`src/rtl/riscv_pkg.sv`:
```
// Shared types and constants for the RISC-V fetch path.
package riscv_pkg;

   localparam int              XLEN             = 32;
   localparam logic [31:0]     NOP_INSTR        = 32'h0000_0013;  // addi x0, x0, 0
   localparam logic [XLEN-1:0] RESET_PC_DEFAULT = '0;

   // One fetched instruction together with the PC it was fetched from.
   typedef struct packed {
      logic [XLEN-1:0] pc;
      logic [31:0]     instr;
   } fetch_entry_t;

endpackage

```
`src/rtl/fetch_fifo.sv`:
```
// Small synchronous FIFO with flush. Used both as the fetch buffer and as
// the in-order PC tag queue for outstanding requests.
module fetch_fifo
   import riscv_pkg::*;
#(
   parameter type T     = fetch_entry_t,
   parameter int  DEPTH = 2,
   localparam int CW    = $clog2(DEPTH + 1),
   localparam int AW    = (DEPTH > 1) ? $clog2(DEPTH) : 1
) (
   input  logic          clk,
   input  logic          rst_n,
   input  logic          push_i,
   input  logic          pop_i,
   input  logic          flush_i,
   input  T              wdata_i,
   output T              rdata_o,
   output logic [CW-1:0] count_o,
   output logic          empty_o,
   output logic          full_o
);

   T              mem_q [DEPTH];
   logic [AW-1:0] wr_q, wr_d, rd_q, rd_d;
   logic [CW-1:0] cnt_q, cnt_d;
   logic          do_push, do_pop;

   function automatic logic [AW-1:0] ptr_inc(input logic [AW-1:0] p);
      return (p == AW'(DEPTH - 1)) ? '0 : p + 1'b1;
   endfunction

   assign empty_o = (cnt_q == '0);
   assign full_o  = (cnt_q == CW'(DEPTH));
   assign count_o = cnt_q;
   assign rdata_o = mem_q[rd_q];
   assign do_pop  = pop_i && !empty_o;
   assign do_push = push_i && (!full_o || do_pop);

   // Pointer/occupancy next state; flush empties the queue and beats push/pop.
   always_comb begin
      wr_d  = wr_q;
      rd_d  = rd_q;
      cnt_d = cnt_q;
      if (flush_i) begin
         wr_d  = '0;
         rd_d  = '0;
         cnt_d = '0;
      end else begin
         if (do_push) wr_d = ptr_inc(wr_q);
         if (do_pop)  rd_d = ptr_inc(rd_q);
         if (do_push && !do_pop)      cnt_d = cnt_q + 1'b1;
         else if (do_pop && !do_push) cnt_d = cnt_q - 1'b1;
      end
   end

   // Pointer and count registers.
   always_ff @(posedge clk or negedge rst_n) begin
      if (!rst_n) begin
         wr_q  <= '0;
         rd_q  <= '0;
         cnt_q <= '0;
      end else begin
         wr_q  <= wr_d;
         rd_q  <= rd_d;
         cnt_q <= cnt_d;
      end
   end

   // Storage needs no reset: occupancy alone says what is valid.
   always_ff @(posedge clk) begin
      if (do_push && !flush_i) mem_q[wr_q] <= wdata_i;
   end

   a_no_overflow: assert property (@(posedge clk) disable iff (!rst_n)
      !(push_i && full_o && !do_pop && !flush_i));

endmodule

```
`src/rtl/if_stage.sv`:
```
// Instruction-fetch stage plus IF/ID register. Issues in-order fetches with a
// credit limit, tags responses with their PC, buffers them, and squashes
// in-flight fetches on an EX redirect.
module if_stage
   import riscv_pkg::*;
#(
   parameter int              XLEN     = riscv_pkg::XLEN,
   parameter logic [XLEN-1:0] RESET_PC = XLEN'(RESET_PC_DEFAULT),
   parameter int              DEPTH    = 2
) (
   input  logic            clk,
   input  logic            rst_n,
   output logic            imem_req_valid,
   input  logic            imem_req_ready,
   output logic [XLEN-1:0] imem_req_addr,
   input  logic            imem_rsp_valid,
   input  logic [31:0]     imem_rsp_data,
   input  logic            redirect_valid,
   input  logic [XLEN-1:0] redirect_pc,
   input  logic            stall_d,
   output logic [31:0]     InstrD,
   output logic [XLEN-1:0] PCD,
   output logic [XLEN-1:0] PCPlus4D,
   output logic            validD
);

   localparam int CW = $clog2(DEPTH + 1);
   localparam int SW = CW + 2;

   logic [XLEN-1:0] pc_q, pc_d;
   logic [CW-1:0]   outst_q, outst_d, disc_q, disc_d;
   logic [31:0]     instr_q, instr_d;
   logic [XLEN-1:0] pcd_q, pcd_d, pcp4_q, pcp4_d;
   logic            vld_q, vld_d;

   logic            accept, rsp_keep, rsp_drop, buf_pop;
   logic [SW-1:0]   credit_used;
   fetch_entry_t    buf_wdata, buf_head;
   logic [CW-1:0]   buf_cnt, tag_cnt;
   logic            buf_empty, buf_full, tag_empty, tag_full;
   logic [XLEN-1:0] tag_head;

   // Every in-flight, buffered or to-be-discarded fetch holds a credit, so
   // the buffer can always absorb whatever comes back.
   assign credit_used    = SW'(outst_q) + SW'(buf_cnt) + SW'(disc_q);
   assign imem_req_valid = !redirect_valid && (credit_used < SW'(DEPTH));
   assign imem_req_addr  = pc_q;
   assign accept         = imem_req_valid && imem_req_ready;
   assign rsp_drop       = imem_rsp_valid && (disc_q != '0);
   assign rsp_keep       = imem_rsp_valid && (disc_q == '0);
   assign buf_pop        = !redirect_valid && !stall_d && !buf_empty;
   assign buf_wdata      = '{pc: tag_head, instr: imem_rsp_data};

   fetch_fifo #(.T(logic [XLEN-1:0]), .DEPTH(DEPTH)) u_tag_q (
      .clk     (clk),
      .rst_n   (rst_n),
      .push_i  (accept),
      .pop_i   (rsp_keep),
      .flush_i (redirect_valid),
      .wdata_i (pc_q),
      .rdata_o (tag_head),
      .count_o (tag_cnt),
      .empty_o (tag_empty),
      .full_o  (tag_full)
   );

   fetch_fifo #(.T(fetch_entry_t), .DEPTH(DEPTH)) u_fetch_buf (
      .clk     (clk),
      .rst_n   (rst_n),
      .push_i  (rsp_keep),
      .pop_i   (buf_pop),
      .flush_i (redirect_valid),
      .wdata_i (buf_wdata),
      .rdata_o (buf_head),
      .count_o (buf_cnt),
      .empty_o (buf_empty),
      .full_o  (buf_full)
   );

   // Fetch PC and request bookkeeping. On redirect every outstanding fetch
   // becomes a discard, less the one (kept or dropped) returning right now.
   always_comb begin
      pc_d    = pc_q;
      outst_d = outst_q;
      disc_d  = disc_q;
      if (redirect_valid) begin
         pc_d    = redirect_pc;
         outst_d = '0;
         disc_d  = outst_q + disc_q - CW'(imem_rsp_valid);
      end else begin
         if (accept) pc_d = pc_q + XLEN'(4);
         outst_d = outst_q + CW'(accept) - CW'(rsp_keep);
         disc_d  = disc_q - CW'(rsp_drop);
      end
   end

   // IF/ID register: redirect bubbles, stall holds, otherwise take the buffer head.
   always_comb begin
      instr_d = instr_q;
      pcd_d   = pcd_q;
      pcp4_d  = pcp4_q;
      vld_d   = vld_q;
      if (redirect_valid) begin
         vld_d   = 1'b0;
         instr_d = NOP_INSTR;
      end else if (!stall_d) begin
         if (!buf_empty) begin
            vld_d   = 1'b1;
            instr_d = buf_head.instr;
            pcd_d   = buf_head.pc;
            pcp4_d  = buf_head.pc + XLEN'(4);
         end else begin
            vld_d   = 1'b0;
            instr_d = NOP_INSTR;
         end
      end
   end

   // Fetch-side and IF/ID state registers.
   always_ff @(posedge clk or negedge rst_n) begin
      if (!rst_n) begin
         pc_q    <= RESET_PC;
         outst_q <= '0;
         disc_q  <= '0;
         instr_q <= NOP_INSTR;
         pcd_q   <= '0;
         pcp4_q  <= XLEN'(4);
         vld_q   <= 1'b0;
      end else begin
         pc_q    <= pc_d;
         outst_q <= outst_d;
         disc_q  <= disc_d;
         instr_q <= instr_d;
         pcd_q   <= pcd_d;
         pcp4_q  <= pcp4_d;
         vld_q   <= vld_d;
      end
   end

   assign InstrD   = instr_q;
   assign PCD      = pcd_q;
   assign PCPlus4D = pcp4_q;
   assign validD   = vld_q;

   a_tag_sync:  assert property (@(posedge clk) disable iff (!rst_n) tag_cnt == outst_q);
   a_tag_room:  assert property (@(posedge clk) disable iff (!rst_n) !(accept && tag_full));
   a_tag_avail: assert property (@(posedge clk) disable iff (!rst_n) !(rsp_keep && tag_empty));
   a_buf_room:  assert property (@(posedge clk) disable iff (!rst_n)
      !(rsp_keep && buf_full && !buf_pop && !redirect_valid));

endmodule

```
`config.mk`:
```
export PLATFORM = sky130hd
export DESIGN_NAME = if_stage
export DESIGN_NICKNAME = d
export VERILOG_FILES = /design/src/rtl/riscv_pkg.sv /design/src/rtl/fetch_fifo.sv /design/src/rtl/if_stage.sv
export SDC_FILE = /design/constraint.sdc
export NUM_CORES = 1
export LEC_CHECK = 0
export BUFFER_PORTS_ARGS = -buffer_cell sky130_fd_sc_hd__buf_2
export CELL_PAD_IN_SITES_DETAIL_PLACEMENT = 1
export CELL_PAD_IN_SITES_GLOBAL_PLACEMENT = 1
export CORE_MARGIN = 1.5
export CORE_UTILIZATION = 45
export DETAILED_ROUTE_END_ITERATION = 8
export PLACE_DENSITY_LB_ADDON = 0.1
export SLEW_MARGIN = 5
export SYNTH_ARGS = -nofsm -noshare
export SYNTH_HDL_FRONTEND = slang
export SYNTH_SLANG_ARGS = --single-unit
```
`constraint.sdc`:
```
create_clock -name clk -period 9.1 [get_ports clk]
set_input_delay 0.91 -clock clk [delete_from_list [all_inputs] [get_ports clk]]
set_output_delay 0.91 -clock clk [all_outputs]
set_load 0.01 [all_outputs]
```
# After elaboration in Yosys (flattened, before gate mapping)
# Memory sizes are Yosys's and may differ from the RTL's.
# Cells that the tools add are included.
# word_totals
register_bits	141
ramBits	192
input_bits	70
output_inout_bits	130
wordCells	111
n_memories	2
# memory_table
memory	words	width	rd	rd_clocked_by_memory_dff	wr	line_no	source
u_fetch_buf.mem_q	2	64	1	0	1	fetch_fifo.sv:23	T mem_q [DEPTH];
u_tag_q.mem_q	2	32	1	0	1	fetch_fifo.sv:23	
# op_classes
addsub	17
magnitude_cmp	1
n_eq_ne	3
muxes	32
n_bitwise	3
reduce_logical	40
# op_table
cell	count
$mux W32	5
$add A32 B3 Y32 const B	2
$mux W1	19
$logic_and A1 B1 Y1	16
$mux W2	8
$reduce_bool A2 Y1	6
$logic_not A1 Y1	10
$logic_not A2 Y1	3
$reduce_bool A3 Y1	2
$sub A2 B1 Y2	3
$add A1 B1 Y1 const B	4
$add A2 B1 Y2 const B	2
$add A3 B2 Y4	1
$eq A2 B2 Y1 const B	2
$lt A4 B2 Y1 const B	1
$sub A2 B1 Y2 const B	2
$add A2 B2 Y3	1
$not A1 Y1	3
$reduce_and A3 Y1	1
$add A2 B1 Y2	1
$add A2 B2 Y2	1
$logic_or A1 B1 Y1	2
$ne A2 B2 Y1 const B	1

# Logic depth before layout (Yosys ltp)
# Gate-level depths: netlist of the first run.
# depth
ltp_word	11
ltp_mapped	13
mapped_depth_nobuf	12

# Modules after synthesis
# Synthesis of the first run repeated with hierarchy kept, for this count alone.
# unflattened
hier_cells	993
hier_area_um2	13723.2
# modules_own_cells
mod	n_inst	cells_each	area_per_inst_um2	seq_area_each_um2
if_stage	1	642	6291.0	3283.1
fetch_fifo at u_fetch_buf	1	224	4853.4	3943.8
fetch_fifo at u_tag_q	1	127	2578.7	2021.9

# Worst setup path before layout of the first run
# OpenSTA, ideal clock, no wires.
# synth_timing
kind	input to register
from	input imem_rsp_valid
to	memory u_fetch_buf.mem_q[1][0] in the netlist's numbering (enable)
setup_time_ps	578
t_arrival_ps	6320
required_ps	8522
setup_slack_ps	2202
path_stages	4
path_buffers	1
cell_sequence	nor3b_1 clkbuf_1 o31ai_1 nor3b_1
# synth_via
elab_chain_cells	5
# synth_lines
item	line_no	source
start: declaration	if_stage.sv:16	input logic imem_rsp_valid,
$logic_and A1 B1 Y1	if_stage.sv:50	assign rsp_keep = imem_rsp_valid && (disc_q == '0);
$logic_and A1 B1 Y1	fetch_fifo.sv:37	assign do_push = push_i && (!full_o || do_pop);
$logic_and A1 B1 Y1	fetch_fifo.sv:71	if (do_push && !flush_i) mem_q[wr_q] <= wdata_i;
$mux W1	fetch_fifo.sv:71	
$mux W1 (implied by the code)	fetch_fifo.sv:71	
end: declaration	fetch_fifo.sv:23	
# Every way passes these cells.

# Worst setup path in the final report of the first run
# layout_timing
from	register disc_q[1]
to	memory u_tag_q.mem_q[1][7] in the netlist's numbering (enable)
# layout_via
elab_chain_cells	8
word_cells_on_any_way	12
classes_between	1 x add/sub; 1 x order compare; 2 x mux; 8 x reduce/logical
# layout_lines
item	line_no	source
start: declaration	if_stage.sv:31	logic [CW-1:0] outst_q, outst_d, disc_q, disc_d;
start signal: assignment	if_stage.sv:132	disc_q <= disc_d;
$add A3 B2 Y4 or $logic_not A2 Y1 (tied branches)	if_stage.sv:45, if_stage.sv:50	
$lt A4 B2 Y1 or $logic_and A1 B1 Y1 (tied branches)	if_stage.sv:46, if_stage.sv:50	
$logic_and A1 B1 Y1 (on tied branches)	if_stage.sv:46, fetch_fifo.sv:36	
$logic_and A1 B1 Y1 or $logic_or A1 B1 Y1 (tied branches)	if_stage.sv:48, fetch_fifo.sv:37	
$logic_and A1 B1 Y1 *	fetch_fifo.sv:37	
$logic_and A1 B1 Y1 *	fetch_fifo.sv:71	
$mux W1 *	fetch_fifo.sv:71	
$mux W1 (implied by the code) *	fetch_fifo.sv:71	
end: declaration	fetch_fifo.sv:23	
# Every way passes the cells marked *; elsewhere a longest branch is shown, timed or not.

==> results by group, run 1 <==
CTS
  – Post_cts resized: 0
  – Root Driver: clkbuf_16
  – Post-CTS Setup Repair Bufs: 0
  – TritonCTS clock tree: yes
  – Clock sinks: about 330
  – Clock tree buffer depth: 3
  – Hold Buf Count CTS: 0
  – # H-tree levels: 2
  – Worst-skew pair later-pin latency: just over 0.5 ns
  – Worst-path clk slew: around 0.06 ns
  – Cts bufs inserted: 36

Timing
  – Final hold vios: 0
  – Relative slew slack: 0.303
  – RSZ-0062 raised after global routing: false
  – Post-Route Setup TNS: 0 ns
  – Max Clk Rate: between 200 and 300 MHz
  – Minimum clock period: just under 4 ns
  – Final Max Tran Viols: 0
  – Final worst path period share: 0.427
  – Setup Viol. Count Final: 0
  – Final Skew: ~0.011 ns
  – Worst Tran Pin Value: between 1 and 1.5 ns

Synthesis
  – Largest area contributor in the netlist: edfxtp_1
  – Post-synth cell types: 60
  – Syn_area_per_cell: approximately 13 sq um
  – Ys Warns: 0
  – FF+latch count, synth: around 330
  – Ys async rst share: 0.420
  – Dominant cells by area after synthesis: edfxtp_1 (42%), dfrtp_1 (25%), mux2i_1 (4.4%)
  – Mapped Nets: roughly 1100
  – Synth Cell Area: around 0.014 sq mm
  – Share of the synthesized area in the top cell type: 0.420
  – Most frequent cell after synthesis: edfxtp_1
  – Most frequent cells after synthesis: edfxtp_1 (192), nand2_1 (137), dfrtp_1 (135)
  – Mapped Cells: approximately 1000
  – Seq/Total Area, Yosys: 0.673
  – Post-synth EDFFs: about 190
  – Top FF cell, synth: edfxtp_1

Setup path
  – Reg2Reg Depth: 11
  – Crit path launch type: flip-flop
  – Crit Path Max Fanout: 33
  – Crit path capture type: flip-flop
  – Critical Path RT: between 9 and 10 ns
  – Critical path arrival: just over 4 ns
  – Critical path origin: disc_q[1]$_DFF_PN0_
  – Critical R2R Launch: disc_q[1]$_DFF_PN0_
  – R2r endpoint: u_tag_q.mem_q[1][7]$_DFFE_PP_
  – CP endpoint: u_tag_q.mem_q[1][7]$_DFFE_PP_
  – Setup CP Type: flip-flop to flip-flop
  – Reg2Reg Setup Slack: 5.22 ns

Flow run
  – Max cap viols: 0

Drt
  – WL per Instance: approximately 20 um
  – Top layer in use: met4
  – Post-Route WL: about 32 mm
  – Antenna Nets Post-Route: 0
  – Met3 Routed Length: ~1.5 mm
  – Metal-1 WL: around 16 mm
  – DRC: 0
  – Vias per std cell: 5.43
  – Via Count: 8997
  – WL met2: between 10 and 15 mm
  – Pre-Repair DR Iteration Count: 4
  – Iter 0 DRT Violations: approximately 520

Floorplanning
  – Die area: 0.0316 sq mm
  – I/O pins: 200
  – Initial Util: 0.460
  – Num rows: 63
  – Core Box Area: around 0.03 sq mm
  – DIE HEIGHT: approximately 180 um
  – Die Width: 178 um

Final layout
  – Diodes inserted: 0
  – # nets final: around 1300
  – Post-Layout Cell Count: approximately 1700
  – Synth-to-Final Area Change: 19.1%
  – Fillers: a little over 3000
  – Share of post-route cells with drive strength above 1: 0.264

Pwr
  – Sw frac: 0.289
  – Logic pwr share: 0.190
  – Design Power: between 4 and 5 mW
  – Pint: ~3.2 mW
  – Switching power: 1.28 mW
  – Part of the power in registers: 0.473
  – Clock network power share: 0.337
  – Leakage dissipation: approximately 6.5 nW
  – Maximum VDD drop: around 0.00014 V
  – Power Dens Cells: 271 mW/mm^2

Global route
  – Antenna violations before repair: 0
  – Vias in the first global route: roughly 9300
  – Congestion Overflow GR: 0
  – Gr usage total: 0.207
  – Largest net degree at the start of global routing: ~100
  – Global-route wire length before repair: 51.3 mm

Place
  – HPWL Detailed: around 22 mm
  – GP Congestion: between 0.7 and 0.8
  – Number of I/O port buffers: about 200
  – Placed Cells: 1592

Outcome
  – Status: complete, no violations

Hold path
  – Hold WC Path Type: primary input to async pin
-- how the worst min path moves through the flow --
stage / start / to / slack [ns] / depth (start not counted)
final: rst_n / PCD[5]$_DFFE_PN0P_ / 0.47 / 1
after global routing: PCPlus4D[29]$_DFFE_PN0P_ / PCPlus4D[29]$_DFFE_PN0P_ / 0.49 / 2
after CTS: validD$_DFFE_PN0P_ / validD$_DFFE_PN0P_ / 0.47 / 2
after detailed placement: validD$_DFFE_PN0P_ / validD$_DFFE_PN0P_ / 0.46 / 2
after global placement: PCD[24]$_DFFE_PN0P_ / PCD[24]$_DFFE_PN0P_ / 0.46 / 1
after floorplan: u_fetch_buf.mem_q[0][10]$_DFFE_PP_ / InstrD[10]$_DFFE_PN0P_ / 0.50 / 2
-- critical path: stages (launching register included) --
cell,delay [ns]
dfrtp_1,0.42
inv_1,0.09
fa_1,0.51
inv_1,0.04
ha_1,0.29
nor4b_2,0.35
and2_0,0.17
buf_4,0.26
inv_1,0.50
nor2_1,0.34
and2_1,0.16
buf_4,0.37
-- layout by cell type (no fill, tap or decap), types with 6 or more instances in the layout --
master	instances
a21o_1	10
a21oi_1	21
a221o_1	7
a22oi_1	8
a31oi_1	9
and3_1	7
buf_2	198
buf_4	14
clkbuf_16	36
clkbuf_8	8
dfrtp_1	134
edfxtp_1	192
ha_1	10
inv_1	16
mux2_2	42
mux2i_1	61
nand2_1	137
nand3_1	32
nand4_1	19
nand4b_1	6
nor2_1	44
nor3_1	8
nor4_1	6
o211ai_1	11
o21ai_0	95
o311ai_0	14
xnor2_1	14
xor2_1	8
-- registers in the layout (all words and copies together) (netlist names) --
name	flops
InstrD	32
PCD	32
PCPlus4D	30
disc_q	2
imem_req_addr	32
outst_q	2
u_fetch_buf.count_o	2
u_fetch_buf.mem_q	128
u_fetch_buf.rd_q	1
u_fetch_buf.wr_q	1
u_tag_q.count_o	2
u_tag_q.mem_q	64
u_tag_q.rd_q	1
u_tag_q.wr_q	1
validD	1
-- metrics by stage --
step                utilization  hold slack, ns  cell area (sq um)  setup WS (ns)
global route              0.548           0.487              16400           4.86
finish                    0.548           0.470              16400           5.22
global placement          0.506           0.456              15100           5.23
floorplan                     -           0.505              13700           2.20
detailed placement        0.506           0.458              15100           5.16
CTS                       0.548           0.473              16400           5.20
-- cells by family after synthesis --
kind of cell,Yosys count,synth area share
simple gates,305,0.110
fa+ha+maj,11,0.0106
compound gates,201,0.0922
mux,103,0.0789
buf+inv,70,0.0215
xor+xnor,22,0.0140
flops,331,0.673
-- metal layers --
| layer | GRT usage | vias up |
|---|---|---|
| met5 | 0 | - |
| met4 | 0.0522 | 0 |
| met3 | 0.0308 | 44 |
| met2 | 0.323 | 238 |
| met1 | 0.304 | 4434 |
| li1 | - | 4281 |
-- cell type report --
cell class / count / area (sq um) / share of cell area
clock inverter: 16 / 208 / 0.0127
clock buffer: 49 / 1030 / 0.0629
tap: 390 / 488 / 0.0298
timing repair buffer: 213 / 1110 / 0.0677
multi-input combinational: 642 / 4220 / 0.258
sequential: 331 / 9250 / 0.565
inverter: 16 / 60.1 / 0.00367
-- power by group through the flow --
stage | sequential [mW] | clock [mW] | combinational [mW]
floorplan | 2.15 | 0 | 0.429
global placement | 2.11 | 0 | 0.826
detailed placement | 2.13 | 0 | 0.852
CTS | 2.10 | 1.53 | 0.858
global route | 2.14 | 1.58 | 0.950
finish | 2.10 | 1.49 | 0.842
Note: power is estimated with default switching activity, not from simulation.
==> inputs of run 2 (changes only) <==
- CORE_UTILIZATION: 45 -> 42
- clock period: 9.1 -> 3.4 ns (I/O delays scaled with it)
==> results by group, run 2 (synthesis results as in run 1) <==
Drt
  – WL per Instance: 19.0 um (was 19.5 um)
  – Via Count: 9131 (was 8997)
  – Iter 0 DRT Violations: 427 (was 518)
  – Pre-Repair DR Iteration Count: 5 (was 4)
  – Post-Route WL: 33.3 mm (was 32.3 mm)
  – Antenna Nets Post-Route: 0 (unchanged)
  – DRC: 0 (unchanged)
  – Vias per std cell: 5.22 (was 5.43)

CTS
  – Worst-skew pair later-pin latency: 0.52 ns (was 0.51 ns)
  – Post_cts resized: 0 (unchanged)
  – TritonCTS clock tree: yes (unchanged)
  – Root Driver: clkbuf_16 (unchanged)
  – Cts bufs inserted: 36 (unchanged)
  – Post-CTS Setup Repair Bufs: 0 (unchanged)
  – Hold Buf Count CTS: 24 (was 0)
  – Clock tree buffer depth: 3 (unchanged)
  – # H-tree levels: 2 (unchanged)
  – Worst-path clk slew: 0.06 ns (about the same)
  – Clock sinks: 331 (unchanged)

Timing
  – Setup ws final: 0.339 ns (was 5.22 ns)
  – Minimum clock period: 3.06 ns (was 3.88 ns)
  – Final Max Tran Viols: 0 (unchanged)
  – Max Clk Rate: 327 MHz (was 258 MHz)
  – Worst Tran Pin Value: 1.07 ns (was 1.04 ns)
  – Setup Viol. Count Final: 0 (unchanged)
  – Relative slew slack: 0.282 (was 0.303)
  – Post-Route Setup TNS: 0 ns (unchanged)
  – Final worst path period share: 0.900 (was 0.427)
  – Final hold vios: 0 (unchanged)
  – Final Skew: 0.0265 ns (was 0.0115 ns)
  – RSZ-0062 raised after global routing: false (unchanged)

Global route
  – Congestion Overflow GR: 0 (unchanged)
  – Antenna violations before repair: 0 (unchanged)
  – Gr usage total: 0.198 (was 0.207)
  – Largest net degree at the start of global routing: 69 (was 103)
  – Global-route wire length before repair: 52.7 mm (was 51.3 mm)
  – Vias in the first global route: 9466 (was 9332)

Setup path
  – Reg2Reg Setup Slack: 0.34 ns (was 5.22 ns)
  – Critical R2R Launch: disc_q[1]$_DFF_PN0_ (unchanged)
  – R2r endpoint: imem_req_addr[13]$_DFFE_PN0P_ (was u_tag_q.mem_q[1][7]$_DFFE_PP_)
  – Crit Path Max Fanout: 15 (was 33)
  – Critical path origin: disc_q[1]$_DFF_PN0_ (unchanged)
  – Crit path launch type: flip-flop (unchanged)
  – Reg2Reg Depth: 10 (was 11)
  – Critical path arrival: 3.45 ns (was 4.05 ns)
  – Crit path capture type: flip-flop (unchanged)
  – Critical Path RT: 3.79 ns (was 9.26 ns)
  – Setup CP Type: flip-flop to flip-flop (unchanged)

Place
  – HPWL Detailed: 22.7 mm (was 21.8 mm)
  – Pre-CTS setup slack: 0.344 ns (was 5.16 ns)
  – GP Congestion: 0.812 (was 0.777)
  – Number of I/O port buffers: 199 (unchanged)

Final layout
  – Biggest register: u_fetch_buf.mem_q (unchanged)
  – Top flop regs: u_fetch_buf.mem_q x128, u_tag_q.mem_q x64 (unchanged)
  – Share of post-route cells with drive strength above 1: 0.260 (was 0.264)
  – Most common cell after layout, fill and taps aside: buf_2 (unchanged)
  – Reg area: 0.00925 sq mm (unchanged)
  – Number of flip-flops in the largest register: 128 (unchanged)
  – Fillers: 3358 (was 3057)
  – Diodes inserted: 0 (unchanged)
  – # nets final: 1359 (was 1321)
  – Synth-to-Final Area Change: 22.2% (was 19.1%)
  – Multi-input gate area: 0.00425 sq mm (was 0.00422 sq mm)
  – Most frequent cells in the layout: buf_2 (198), edfxtp_1 (192), nand2_1 (137) (unchanged)

Flow run
  – Max cap viols: 0 (unchanged)

Floorplanning
  – DIE HEIGHT: 184 um (was 178 um)
  – Num rows: 66 (was 63)
  – Die Width: 184 um (was 178 um)
  – Die area: 0.0338 sq mm (was 0.0316 sq mm)
  – Initial Util: 0.424 (was 0.460)
  – Core Box Area: 0.0324 sq mm (was 0.0299 sq mm)
  – I/O pins: 200 (unchanged)

Outcome
  – Status: complete, no violations (unchanged)

Pwr
  – Power Dens Cells: 706 mW/mm^2 (was 271 mW/mm^2)
  – Maximum VDD drop: 0.000352 V (was 0.000139 V)
  – Leakage dissipation: 6.68 nW (was 6.51 nW)

Hold path
  – Hold WC Path Type: primary input to flip-flop (was primary input to async pin)
  – Hold Path Depth: 1
  – Hold endpoint: u_fetch_buf.mem_q[0][27]$_DFFE_PP_
  – Min-delay src: imem_rsp_data[27]
-- run 2: layout make-up --
cell class                 count  area share
sequential                   331       0.551
tap                          442      0.0329
clock inverter                12     0.00872
clock buffer                  54      0.0614
multi-input combinational    642       0.253
inverter                      16     0.00358
timing repair buffer         251      0.0888
-- run 2: layer usage --
metal  up-vias  track usage  wire length, um
li1       4364            -                -
met4         0       0.0482              502
met5         -            0                0
met3        35       0.0309             1530
met1      4518        0.287            16100
met2       214        0.310            15200
-- run 2: worst max-delay path by stage --
stage | cells past startpoint | slack [ns] | to
final | 10 | 0.34 | imem_req_addr[13]$_DFFE_PN0P_
after global routing | 10 | 0.16 | imem_req_addr[5]$_DFFE_PN0P_
after CTS | 10 | 0.31 | imem_req_addr[13]$_DFFE_PN0P_
after detailed placement | 10 | 0.34 | imem_req_addr[13]$_DFFE_PN0P_
after global placement | 10 | 0.41 | imem_req_addr[13]$_DFFE_PN0P_
after floorplan | 9 | 0.04 | u_tag_q.mem_q[0][0]$_DFFE_PP_
-- run 2: critical path, stage by stage (launching register included) --
cell and delay, ns:
dfrtp_1 0.42, inv_1 0.09, fa_1 0.51, inv_1 0.04, ha_1 0.31, nor4b_4 0.05
and2_1 0.18, nor2_1 0.81, buf_4 0.29, o21ai_0 0.11, o311ai_0 0.12
-- run 2: where the power goes --
part           internal (mW)  total (mW)  switching (mW)  leakage [nW]
clock                   2.33        3.87            1.54         0.573
sequential              5.07        5.62           0.552          3.51
combinational          0.997        2.35            1.36          2.60
total                   8.40        11.8            3.44          6.68
-- run 2: stage by stage --
| stage | total power, mW | cells | instance area (sq um) | utilization | hold slack (ns) |
|---|---|---|---|---|---|
| floorplan | 6.92 | 1043 | 13800 | - | 0.0444 |
| global placement | 7.95 | 1658 | 15400 | 0.475 | 0.252 |
| detailed placement | 8.06 | 1658 | 15400 | 0.475 | 0.253 |
| CTS | 12.0 | 1748 | 16800 | 0.519 | 0.00160 |
| global route | 12.5 | 1748 | 16800 | 0.519 | 0.00403 |
| finish | 11.8 | 1748 | 16800 | 0.519 | 0.0231 |
==> inputs of run 3 (changes only) <==
- RECOVER_POWER: unset -> 50
==> results by group, run 3 (synthesis results as in run 1) <==
Final layout
  – Synth-to-Final Area Change: 21.0% (was 22.2%)
  – Biggest register: u_fetch_buf.mem_q (unchanged)
  – Diodes inserted: 0 (unchanged)
  – Number of flip-flops in the largest register: 128 (unchanged)
  – Top flop regs: u_fetch_buf.mem_q x128, u_tag_q.mem_q x64 (unchanged)
  – # nets final: 1359 (unchanged)
  – Fillers: 3389 (was 3358)
  – Post-Layout Cell Count: 1748 (unchanged)
  – Share of post-route cells with drive strength above 1: 0.161 (was 0.260)
  – Most frequent cells in the layout: edfxtp_1 (192), nand2_1 (137), dfrtp_1 (134) (was buf_2 (198), edfxtp_1 (192), nand2_1 (137))
  – Post-Route Utilization: 0.514 (was 0.519)
  – Most common cell after layout, fill and taps aside: edfxtp_1 (was buf_2)

Global route
  – Congestion Overflow GR: 0 (unchanged)
  – Vias in the first global route: 9466 (unchanged)
  – Antenna violations before repair: 0 (unchanged)
  – Gr usage total: 0.198 (unchanged)
  – Largest net degree at the start of global routing: 69 (unchanged)
  – Global-route wire length before repair: 52.7 mm (unchanged)

Setup path
  – Cell-by-cell trace of the critical path: inv_1, fa_1, inv_1, ha_1, nor4b_4, and2_1, nor2_1, buf_4, o21ai_0, o311ai_0 (unchanged)
  – Cell mode on critical path: inv_1 (unchanged)
  – R2r endpoint: imem_req_addr[13]$_DFFE_PN0P_ (unchanged)
  – Critical R2R Launch: disc_q[1]$_DFF_PN0_ (unchanged)
  – Worst path slowest cell: nor2_1 (unchanged)
  – Critical path's largest stage delay: 0.80 ns (was 0.81 ns)
  – Critical Path RT: 3.79 ns (about the same)
  – Crit Path Max Fanout: 15 (unchanged)
  – Critical path arrival: 3.43 ns (was 3.45 ns)
  – Setup CP Type: flip-flop to flip-flop (unchanged)
  – Reg2Reg Setup Slack: 0.36 ns (was 0.34 ns)
  – Top delay family on crit path: simple AND/OR/NAND/NOR gates (unchanged)
  – Crit path capture type: flip-flop (unchanged)
  – Critical path depth in cells: 10 (unchanged)
  – Reg2Reg Depth: 10 (unchanged)
  – Crit path launch type: flip-flop (unchanged)
  – Buf/Inv on CP: 3 (unchanged)

Place
  – Pre-CTS setup slack: 0.344 ns (unchanged)
  – HPWL Detailed: 22.7 mm (unchanged)
  – Placed Cells: 1658 (unchanged)
  – Number of I/O port buffers: 199 (unchanged)
  – GP Congestion: 0.812 (unchanged)

Drt
  – Pre-Repair DR Iteration Count: 4 (was 5)
  – Antenna Nets Post-Route: 0 (unchanged)
  – Via Count: 9140 (was 9131)
  – DRC: 0 (unchanged)
  – Vias per std cell: 5.23 (was 5.22)
  – Iter 0 DRT Violations: 447 (was 427)
  – Post-Route WL: 33.4 mm (was 33.3 mm)
  – WL per Instance: 19.1 um (was 19.0 um)

Timing
  – Final Skew: 0.0264 ns (was 0.0265 ns)
  – Final hold vios: 0 (unchanged)
  – Worst Tran Pin Value: 1.95 ns (was 1.07 ns)
  – Worst hold margin: 0.0394 ns (was 0.0231 ns)
  – Setup Viol. Count Final: 0 (unchanged)
  – Post-Route Setup TNS: 0 ns (unchanged)
  – Final worst path period share: 0.895 (was 0.900)
  – Minimum clock period: 3.04 ns (was 3.06 ns)
  – Max Clk Rate: 328 MHz (was 327 MHz)
  – Setup ws final: 0.356 ns (was 0.339 ns)
  – Relative slew slack: -0.302 (was 0.282)
  – RSZ-0062 raised after global routing: false (unchanged)
  – Final Max Tran Viols: 67 (was 0)

CTS
  – Clock tree buffer depth: 3 (unchanged)
  – Hold Buf Count CTS: 24 (unchanged)
  – Clock sinks: 331 (unchanged)
  – # H-tree levels: 2 (unchanged)
  – TritonCTS clock tree: yes (unchanged)
  – Root Driver: clkbuf_16 (unchanged)
  – Worst-skew pair later-pin latency: 0.52 ns (about the same)
  – Cts bufs inserted: 36 (unchanged)
  – Post_cts resized: 0 (unchanged)
  – Post-CTS Setup Repair Bufs: 0 (unchanged)
  – Worst-path clk slew: 0.06 ns (about the same)

Pwr
  – Pint: 8.28 mW (was 8.40 mW)
  – Maximum VDD drop: 0.000352 V (about the same)
  – Clock network power share: 0.329 (was 0.327)
  – Sw frac: 0.294 (was 0.291)
  – Leakage dissipation: 6.29 nW (was 6.68 nW)
  – Power Dens Cells: 706 mW/mm^2 (about the same)
  – Switching power: 3.46 mW (was 3.44 mW)
  – Logic pwr share: 0.191 (was 0.199)
  – Part of the power in registers: 0.480 (was 0.474)

Flow run
  – Max cap viols: 2 (was 0)

Floorplanning
  – Initial Util: 0.424 (unchanged)
  – Die area: 0.0338 sq mm (unchanged)
  – DIE HEIGHT: 184 um (unchanged)
  – Core Box Area: 0.0324 sq mm (unchanged)
  – I/O pins: 200 (unchanged)
  – Die Width: 184 um (unchanged)
  – Num rows: 66 (unchanged)

Hold path
  – Min-delay src: redirect_pc[4] (was imem_rsp_data[27])
  – Hold Path Depth: 3 (was 1)
  – Hold WC Path Type: primary input to flip-flop (unchanged)
  – Hold endpoint: imem_req_addr[4]$_DFFE_PN0P_ (was u_fetch_buf.mem_q[0][27]$_DFFE_PP_)

Outcome
  – Failing checks: max-capacitance violations, max-slew violations
  – Status: complete, but fails checks (was complete, no violations)
run 3: stage by stage:
| step | total power [mW] | cell area (sq um) |
|---|---|---|
| final | 11.7 | 16600 |
| after floorplan | 6.92 | 13800 |
| after CTS | 12.0 | 16800 |
| after global routing | 12.4 | 16600 |
| after global placement | 7.95 | 15400 |
| after detailed placement | 8.06 | 15400 |
run 3: area by class of cell:
| type | count | area, sq um | area share |
|---|---|---|---|
| Clock buffer | 54 | 1030 | 0.0620 |
| Clock inverter | 12 | 146 | 0.00880 |
| Inverter | 16 | 60.1 | 0.00361 |
| Multi-Input combinational cell | 642 | 4250 | 0.256 |
| Sequential cell | 331 | 9250 | 0.556 |
| Tap cell | 442 | 553 | 0.0333 |
| Timing Repair Buffer | 251 | 1340 | 0.0803 |
run 3: worst max-delay path by stage:
stage / from / end / slack [ns]
4_1_cts: disc_q[1]$_DFF_PN0_ / imem_req_addr[13]$_DFFE_PN0P_ / 0.31
3_3_place_gp: disc_q[1]$_DFF_PN0_ / imem_req_addr[13]$_DFFE_PN0P_ / 0.41
2_1_floorplan: disc_q[1]$_DFF_PN0_ / u_tag_q.mem_q[0][0]$_DFFE_PP_ / 0.04
6_report: disc_q[1]$_DFF_PN0_ / imem_req_addr[13]$_DFFE_PN0P_ / 0.36
5_1_grt: disc_q[1]$_DFF_PN0_ / imem_req_addr[5]$_DFFE_PN0P_ / 0.16
3_5_place_dp: disc_q[1]$_DFF_PN0_ / imem_req_addr[13]$_DFFE_PN0P_ / 0.34
run 3: per-layer routing:
metal,routed length (um),up-vias,global-route usage
met5,0,-,0
met4,496,0,0.0482
met3,1490,35,0.0309
met2,15100,210,0.310
met1,16300,4533,0.287
li1,-,4362,-
run 3: power groups by stage:
stage / combinational [mW] / clock, mW / sequential (mW)
finish: 2.24 / 3.87 / 5.63
global route: 2.52 / 4.10 / 5.74
CTS: 2.39 / 3.98 / 5.63
detailed placement: 2.36 / 0 / 5.71
global placement: 2.28 / 0 / 5.67
floorplan: 1.18 / 0 / 5.74
run 3: worst min-delay path: stages:
cell	delay (ns)
buf_2	0.08
a32oi_1	0.05
nand2_1	0.05
